## src/rtl/ack_frame_gen.sv

```systemverilog
// ack_frame_gen: queues ACK requests and streams each ACK frame into the
// TX byte FIFO after a clean inter-frame gap on the channel.
module ack_frame_gen #(
    parameter logic [7:0] MAC_ADDR    = 8'h04,
    parameter logic [7:0] TYPE_CHAR   = 8'h33,
    parameter int         SEQ_EN      = 0,
    parameter int         QDEPTH      = 4,
    parameter int         SIFS_CYCLES = 16
) (
    input  logic                     clk,
    input  logic                     reset,
    input  logic                     ack_req,
    input  logic [7:0]               ack_dest,
    input  logic [7:0]               ack_seq,
    input  logic                     cardet,
    input  logic                     tx_busy,
    input  logic                     byte_ready,
    output logic [7:0]               byte_out,
    output logic                     byte_valid,
    output logic                     frame_active,
    output logic                     frame_done,
    output logic                     overflow,
    output logic [$clog2(QDEPTH):0]  q_count
);

    localparam int FRAME_BYTES = 3 + SEQ_EN;
    localparam int AW = $clog2(QDEPTH);
    localparam int CW = AW + 1;
    localparam int GW = $clog2(SIFS_CYCLES + 1);
    localparam int IW = $clog2(FRAME_BYTES);

    localparam logic [IW-1:0] LAST_IDX = IW'(FRAME_BYTES - 1);
    localparam logic [GW-1:0] GAP_LAST = GW'(SIFS_CYCLES - 1);
    localparam logic [GW-1:0] GAP_MAX  = GW'(SIFS_CYCLES);
    localparam logic [CW-1:0] Q_FULL   = CW'(QDEPTH);

    typedef enum logic [1:0] {
        IDLE,
        WAIT,
        SEND
    } state_t;

    state_t state, state_next;

    logic [7:0]    dest_mem [QDEPTH];
    logic [7:0]    seq_mem  [QDEPTH];
    logic [AW-1:0] wr_ptr, rd_ptr;

    logic [GW-1:0] gap_cnt;
    logic [IW-1:0] idx;
    logic [7:0]    frame_dest, frame_seq;
    logic [7:0]    next_byte;

    logic full, chan_idle, gap_done, accept, last_accept, push, pop;

    assign full        = (q_count == Q_FULL);
    assign chan_idle   = !cardet && !tx_busy;
    assign gap_done    = (state == WAIT) && chan_idle && (gap_cnt >= GAP_LAST);
    assign accept      = (state == SEND) && byte_valid && byte_ready;
    assign last_accept = accept && (idx == LAST_IDX);
    assign pop         = last_accept;
    // A push that coincides with a pop always fits, even on a full queue.
    assign push        = ack_req && (!full || pop);

    assign frame_active = (state != IDLE);

    // Request queue storage, no reset needed on the data itself.
    always_ff @(posedge clk) begin
        if (push) begin
            dest_mem[wr_ptr] <= ack_dest;
            seq_mem[wr_ptr]  <= ack_seq;
        end
    end

    // Queue pointers, occupancy and drop indication.
    always_ff @(posedge clk) begin
        if (reset) begin
            wr_ptr   <= '0;
            rd_ptr   <= '0;
            q_count  <= '0;
            overflow <= 1'b0;
        end else begin
            if (push) wr_ptr <= wr_ptr + AW'(1);
            if (pop)  rd_ptr <= rd_ptr + AW'(1);
            unique case ({push, pop})
                2'b10:   q_count <= q_count + CW'(1);
                2'b01:   q_count <= q_count - CW'(1);
                default: q_count <= q_count;
            endcase
            overflow <= ack_req && !push;
        end
    end

    // FSM state register.
    always_ff @(posedge clk) begin
        if (reset) state <= IDLE;
        else       state <= state_next;
    end

    // Next-state logic; a request arriving on an empty queue starts WAIT at once.
    always_comb begin
        state_next = state;
        unique case (state)
            IDLE:    if (q_count != '0 || ack_req) state_next = WAIT;
            WAIT:    if (gap_done) state_next = SEND;
            SEND:    if (last_accept) state_next = IDLE;
            default: state_next = IDLE;
        endcase
    end

    // Byte that follows the current index within the frame.
    always_comb begin
        next_byte = 8'h00;
        unique case (idx + IW'(1))
            IW'(0):  next_byte = frame_dest;
            IW'(1):  next_byte = MAC_ADDR;
            IW'(2):  next_byte = TYPE_CHAR;
            default: next_byte = frame_seq;
        endcase
    end

    // Gap counting, frame latching and registered byte stream.
    always_ff @(posedge clk) begin
        if (reset) begin
            gap_cnt    <= '0;
            idx        <= '0;
            frame_dest <= 8'h00;
            frame_seq  <= 8'h00;
            byte_out   <= 8'h00;
            byte_valid <= 1'b0;
            frame_done <= 1'b0;
        end else begin
            frame_done <= last_accept;
            unique case (state)
                IDLE: begin
                    gap_cnt <= '0;
                    if (state_next == WAIT) begin
                        if (q_count == '0) begin
                            frame_dest <= ack_dest;
                            frame_seq  <= ack_seq;
                        end else begin
                            frame_dest <= dest_mem[rd_ptr];
                            frame_seq  <= seq_mem[rd_ptr];
                        end
                    end
                end
                WAIT: begin
                    if (!chan_idle)
                        gap_cnt <= '0;
                    else if (gap_cnt != GAP_MAX)
                        gap_cnt <= gap_cnt + GW'(1);
                    if (gap_done) begin
                        idx        <= '0;
                        byte_out   <= frame_dest;
                        byte_valid <= 1'b1;
                    end
                end
                SEND: begin
                    if (accept) begin
                        if (last_accept) begin
                            byte_out   <= 8'h00;
                            byte_valid <= 1'b0;
                        end else begin
                            idx      <= idx + IW'(1);
                            byte_out <= next_byte;
                        end
                    end
                end
                default: ;
            endcase
        end
    end

endmodule
```

## config.mk

```make
export PLATFORM = sky130hd
export DESIGN_NAME = ack_frame_gen
export DESIGN_NICKNAME = d
export VERILOG_FILES = /design/src/rtl/ack_frame_gen.sv
export SDC_FILE = /design/constraint.sdc
export NUM_CORES = 1
export LEC_CHECK = 0
export ABC_AREA = 1
export CELL_PAD_IN_SITES_DETAIL_PLACEMENT = 1
export CELL_PAD_IN_SITES_GLOBAL_PLACEMENT = 1
export CORE_MARGIN = 1.5
export CORE_UTILIZATION = 45
export CTS_BUF_LIST = sky130_fd_sc_hd__clkbuf_8
export DETAILED_ROUTE_END_ITERATION = 8
export HOLD_SLACK_MARGIN = 0.08
export PLACE_DENSITY = 0.78
export SLEW_MARGIN = 25
export SYNTH_ARGS = -nofsm -noshare
export SYNTH_HDL_FRONTEND = slang
export SYNTH_SLANG_ARGS = --single-unit
```

## constraint.sdc

```tcl
create_clock -name clk -period 3.1 [get_ports clk]
set_input_delay 0.465 -clock clk [delete_from_list [all_inputs] [get_ports clk]]
set_output_delay 0.465 -clock clk [all_outputs]
set_load 0.01 [all_outputs]
```

==> results.tsv, run 1 <==
metric	value	unit
grt-ovfl-total	0	
synth-simple-area-share	0.1732	
die_area	11430	um^2
cp_common_cell	inv_2	
muxShareOfSynthArea	0	
drt-pass1-iter-count	4	
drive_gt1_frac	0.07899	
critPathBufInv	3	
grt_pass1_vias	4002	
gp_congestion	0.7560	
drtAntennaViolNets	0	
viasPerCell	5.382	
synthFlopType	edfxtp_1	
crit_chain	inv_2 -> nor2_4 -> nand3_4 -> inv_2 -> nand2_2 -> fa_1 -> inv_1 -> nand4_1 -> a21oi_1 -> nor2_1	
grt_setup_unrepaired	no	
cts.htree.levels	3	
status	complete, no violations	
cts_root_buf	clkbuf_8	
setup-violations-final	0	
diodes	0	
timing.rr.start	state[1]	
ys_async_sr_fraction	0	
hold_depth	2	
initial_utilization	0.4667	
max_stage_delay	0.40	ns
holdPathEnd	rd_ptr[1]	
hold_buffers	0	
critPathTopFamily	simple AND/OR/NAND/NOR gates	
cts_sinks	109	
vias	3730	
ios	37	
min-delay-start	rd_ptr[1]	
grt_max_degree	33	
synth_adder_area_share	0.03243	
rr_endpoint	q_count[2]	
die_w	106.9	um
cts_resized	0	
fp-row-count	37	
critPathSlowestCell	fa_1	
hpwl	8.005	mm
critPathKind	reg2reg	
min_path_type	reg2reg	
place.port_buffers	36	
worstPathRequired	3.36	ns
cp-start-kind	register	
ys_ff_latch	109	
fp.coreArea	10420	um^2
route.detailed.drc	0	
power_density	524.0	nW/um^2
syn_to_final_growth	13.90	%
slew_violations	0	
cts_max_path_buffers	2	
reg2reg_slack	0.96	ns
fillers	1223	
synth_cell_types	29	
dp_cells	677	
postCtsSetupBuffers	0	
wl	11.82	mm
final-instance-count-excl-fill	693	
max_slew.worst_pin.slew	0.8449	ns
cts_tree	done	
arrival	2.40	ns
synthXorXnorAreaFrac	0	
fin_skew	0.01052	ns
postSynthCellCount	518	
drtIter0Drc	171	
p_leak	2.185	nW
synth_enable_flop_cells	64	
cap_violations	0	
fin_crit	2.139	ns
wl_per_cell	17.06	um
final_cell_mix	inv_1 (65), edfxtp_1 (64), nand2_1 (61)	
report.final.hold_viol_count	0	
cts_buffers	9	
fin_util	0.5315	
synth_nets	552	
placed_cell_area	5344	um^2
antenna_found_initial	0	
max-slew-margin-rel	0.4332	
fmax	467.4	MHz
track_usage	0.2242	
peakVddDrop	0.0002178	V
synth_top_family_by_area	simple AND/OR/NAND/NOR gates	
fin_nets	586	
cp_max_fo	11	
grt_pass1_wl	19.73	mm
clkSlewWorstSetupHoldPaths	0.10	ns
yosysWarnings	0	
syn_area_per_cell	9.384	um^2
die_y	106.9	um
synth-compound-area-share	0.1362	
postLayoutCellArea	5537	um^2
insertion_delay	0.37	ns
worstRegToRegCells	10	
setup_tns	0	ns
synth-seq-area-share	0.5807	
fin_crit_sh	0.6901	
mappedNetlistArea	4861	um^2
final_common_cell	inv_1	
worst_setup_path_end_kind	register	
-- how the worst max path moves through the flow --
stage,from,depth (start not counted),slack (ns),endpoint
floorplan,byte_ready,6,1.01,dest_mem[0][0]
global placement,byte_ready,11,0.76,q_count[2]
detailed placement,byte_ready,11,0.61,q_count[2]
CTS,state[1],10,0.96,q_count[2]
global route,register,7,0.74,frame_seq[0]
finish,state[1],10,0.96,q_count[2]
-- logic make-up after synthesis --
kind of cell,count (synthesis)
AND/OR/NAND/NOR,181
AO/OA/AOI/OAI,125
buffers and inverters,91
flip-flops,109
adder cells (fa/ha/maj),12
-- flip-flops by register name, indices dropped and copies added, names as in the netlist, named ones only --
| register | cells |
|---|---|
| state | 2 |
| rd_ptr | 2 |
| byte_valid | 1 |
| overflow | 1 |
| idx | 2 |
| dest_mem | 32 |
| wr_ptr | 2 |
| gap_cnt | 5 |
| frame_seq | 8 |
| frame_dest | 8 |
| seq_mem | 32 |
| frame_done | 1 |
| byte_out | 8 |
| q_count | 3 |
-- metrics by stage --
| stage | hold slack (ns) | total power [mW] | setup WS [ns] |
|---|---|---|---|
| after floorplan | 0.4363 | 1.913 | 1.011 |
| after global placement | 0.4519 | 2.049 | 0.7552 |
| after detailed placement | 0.4631 | 2.069 | 0.6106 |
| after CTS | 0.4791 | 2.914 | 0.9563 |
| after global routing | 0.5259 | 3.016 | 0.7377 |
| final | 0.4749 | 2.901 | 0.9607 |
-- report_power, final --
part / internal (mW) / switching, mW / total (mW)
Clock: 0.388 / 0.478 / 0.866
Combinational: 0.143 / 0.238 / 0.381
Sequential: 1.62 / 0.0357 / 1.65
Total: 2.15 / 0.752 / 2.90
-- synth_stat cells (4+ instances only) --
cell type / instances / area share
a21oi_1: 42 / 0.043
a22oi_1: 4 / 0.0062
buf_2: 7 / 0.0072
clkbuf_1: 11 / 0.0085
dfxtp_1: 45 / 0.19
edfxtp_1: 64 / 0.40
ha_1: 11 / 0.028
inv_1: 64 / 0.049
inv_2: 4 / 0.0031
nand2_1: 61 / 0.047
nand2_2: 7 / 0.0090
nand2_4: 4 / 0.0093
nand3_1: 44 / 0.045
nor2_1: 55 / 0.042
o21ai_0: 51 / 0.053
o21ai_1: 10 / 0.010
o22ai_1: 16 / 0.021
-- final cells by class --
| cell class | count | area, um^2 | share of cell area |
|---|---|---|---|
| sequential | 109 | 2823 | 0.5098 |
| multi-input combinational | 318 | 1662 | 0.3001 |
| timing repair buffer | 45 | 427.9 | 0.07729 |
| inverter | 69 | 261.5 | 0.04723 |
| tap | 136 | 170.2 | 0.03073 |
| clock buffer | 10 | 137.6 | 0.02486 |
| clock inverter | 6 | 55.05 | 0.009944 |
-- per-layer routing --
metal	up-vias	routed length [um]	GRT usage
li1	1812	-	-
met1	1844	5109	0.2854
met2	57	6190	0.3897
met3	17	294	0.02492
met4	0	227	0.08952
met5	-	0	0
-- worst min-delay path: cells and delay by family, from the launching register on --
family	cells	cell delay, ns
AO/OA/AOI/OAI	1	0.06
flip-flops	1	0.31
buffers and inverters	1	0.06
No activity file was read; power rests on OpenSTA's default activity.
==> run 2: changes to the inputs <==
Clock period 3.1 ns to 2.2 ns, I/O delays scaled along.
==> results.tsv, run 2 (synthesized netlist as in run 1, its figures left out) <==
metric	value	unit	change
viasPerCell	5.468		was 5.382
grt_pass1_wl	20.57	mm	was 19.73 mm
place.port_buffers	36		unchanged
worstRegToRegCells	10		unchanged
antenna_found_initial	0		unchanged
clkSlewWorstSetupHoldPaths	0.10	ns	about the same
fin_crit_sh	0.8901		was 0.6901
grt_setup_unrepaired	no		unchanged
fp-row-count	37		unchanged
reg2reg_slack	0.24	ns	was 0.96 ns
fmax	510.7	MHz	was 467.4 MHz
dp_cells	685		was 677
cts_resized	0		unchanged
fin_nets	594		was 586
multi_input_area	1662	um^2	unchanged
hpwl	8.884	mm	was 8.005 mm
fin_skew	0.01362	ns	was 0.01052 ns
grt_pass1_vias	4198		was 4,002
p_leak	2.227	nW	was 2.185 nW
reg.largest.list	dest_mem: 32 flops, seq_mem: 32 flops		unchanged
cts_tree	done		unchanged
arrival	2.25	ns	was 2.40 ns
cp_max_fo	6		was 11
vias	3833		was 3,730
worst_setup_path_end_kind	register		unchanged
route.detailed.drc	0		unchanged
dpl_worst_slack	0.001408	ns	was 0.6106 ns
setup-violations-final	0		unchanged
initial_utilization	0.4667		unchanged
hold_depth	2		unchanged
final_cell_mix	inv_1 (65), edfxtp_1 (64), nand2_1 (61)		unchanged
track_usage	0.2369		was 0.2242
critPathKind	reg2reg		unchanged
cts_sinks	109		unchanged
drive_gt1_frac	0.09381		was 0.07899
max_slew.worst_pin.slew	0.5299	ns	was 0.8449 ns
rr_endpoint	q_count[2]		unchanged
final-instance-count-excl-fill	701		was 693
setup_tns	0	ns	unchanged
final_common_cell	inv_1		unchanged
fp.coreArea	10420	um^2	unchanged
ios	37		unchanged
drtAntennaViolNets	0		unchanged
fin_crit	1.958	ns	was 2.139 ns
diodes	0		unchanged
cts_buffers	9		unchanged
drt-pass1-iter-count	4		unchanged
wl_per_cell	17.93	um	was 17.06 um
peakVddDrop	0.0004597	V	was 0.0002178 V
die_y	106.9	um	unchanged
worstPathRequired	2.49	ns	was 3.36 ns
gp_congestion	0.8020		was 0.7560
min_path_type	reg2reg		unchanged
cts_root_buf	clkbuf_8		unchanged
grt-ovfl-total	0		unchanged
report.final.hold_viol_count	0		unchanged
finalPower	4.098	mW	was 2.901 mW
min-delay-start	rd_ptr[1]		unchanged
cts_max_path_buffers	2		unchanged
insertion_delay	0.39	ns	was 0.37 ns
syn_to_final_growth	15.57	%	was 13.90%
cts.htree.levels	3		unchanged
hold_buffers	0		unchanged
die_area	11430	um^2	unchanged
fillers	1202		was 1,223
grt_max_degree	33		unchanged
max-slew-margin-rel	0.6463		was 0.4332
slew_violations	0		unchanged
drtIter0Drc	204		was 171
fin_util	0.5393		was 0.5315
cp-start-kind	register		unchanged
timing.rr.start	idx[0]		was state[1]
setup_slack	0.2417	ns	was 0.9607 ns
power_density	729.5	nW/um^2	was 524.0 nW/um^2
status	complete, no violations		unchanged
die_w	106.9	um	unchanged
wl	12.57	mm	was 11.82 mm
seq_area	2823	um^2	unchanged
postCtsSetupBuffers	0		unchanged
cap_violations	0		unchanged
## run 2: how the worst max path moves through the flow
stage / from / endpoint / slack, ns
2_1_floorplan: idx[0] / dest_mem[0][0] / 0.14
3_3_place_gp: byte_ready / q_count[2] / 0.11
3_5_place_dp: byte_ready / q_count[2] / 0.001
4_1_cts: state[0] / frame_active / 0.24
5_1_grt: idx[0] / q_count[2] / 0.11
6_report: idx[0] / q_count[2] / 0.24
## run 2: metal layers
layer / wire length (um) / track usage / up-vias / share of wire
li1: - / - / 1837 / -
met1: 5327 / 0.2709 / 1906 / 0.42
met2: 6542 / 0.4240 / 68 / 0.52
met3: 441 / 0.06140 / 22 / 0.035
met4: 255 / 0.08857 / 0 / 0.020
met5: 0 / 0 / - / 0
## run 2: cell type report
cell class                 count  area share
clock inverter                 7     0.01158
sequential                   109      0.5025
clock buffer                   9     0.02205
timing repair buffer          53     0.09131
inverter                      69     0.04655
tap                          136     0.03029
multi-input combinational    318      0.2958
## run 2: where the power goes
part	internal, mW	switching (mW)
clock network	0.520	0.689
logic	0.209	0.344
registers	2.28	0.0544
total	3.01	1.09
## run 2: through the flow
step           area (um^2)  hold slack, ns
2_1_floorplan         4861          0.4289
3_3_place_gp          5429          0.4517
3_5_place_dp          5429          0.4668
4_1_cts               5618          0.4905
5_1_grt               5618          0.5070
6_report              5618          0.4869
## run 2: critical path, cell delays in order (launching register included)
cell and delay (ns):
dfxtp_1 0.38, inv_1 0.12, ha_1 0.25, nand3_4 0.14
inv_2 0.09, nand2_2 0.06, fa_1 0.39, inv_1 0.07
nand4_1 0.13, a21oi_1 0.17, nor2_1 0.06
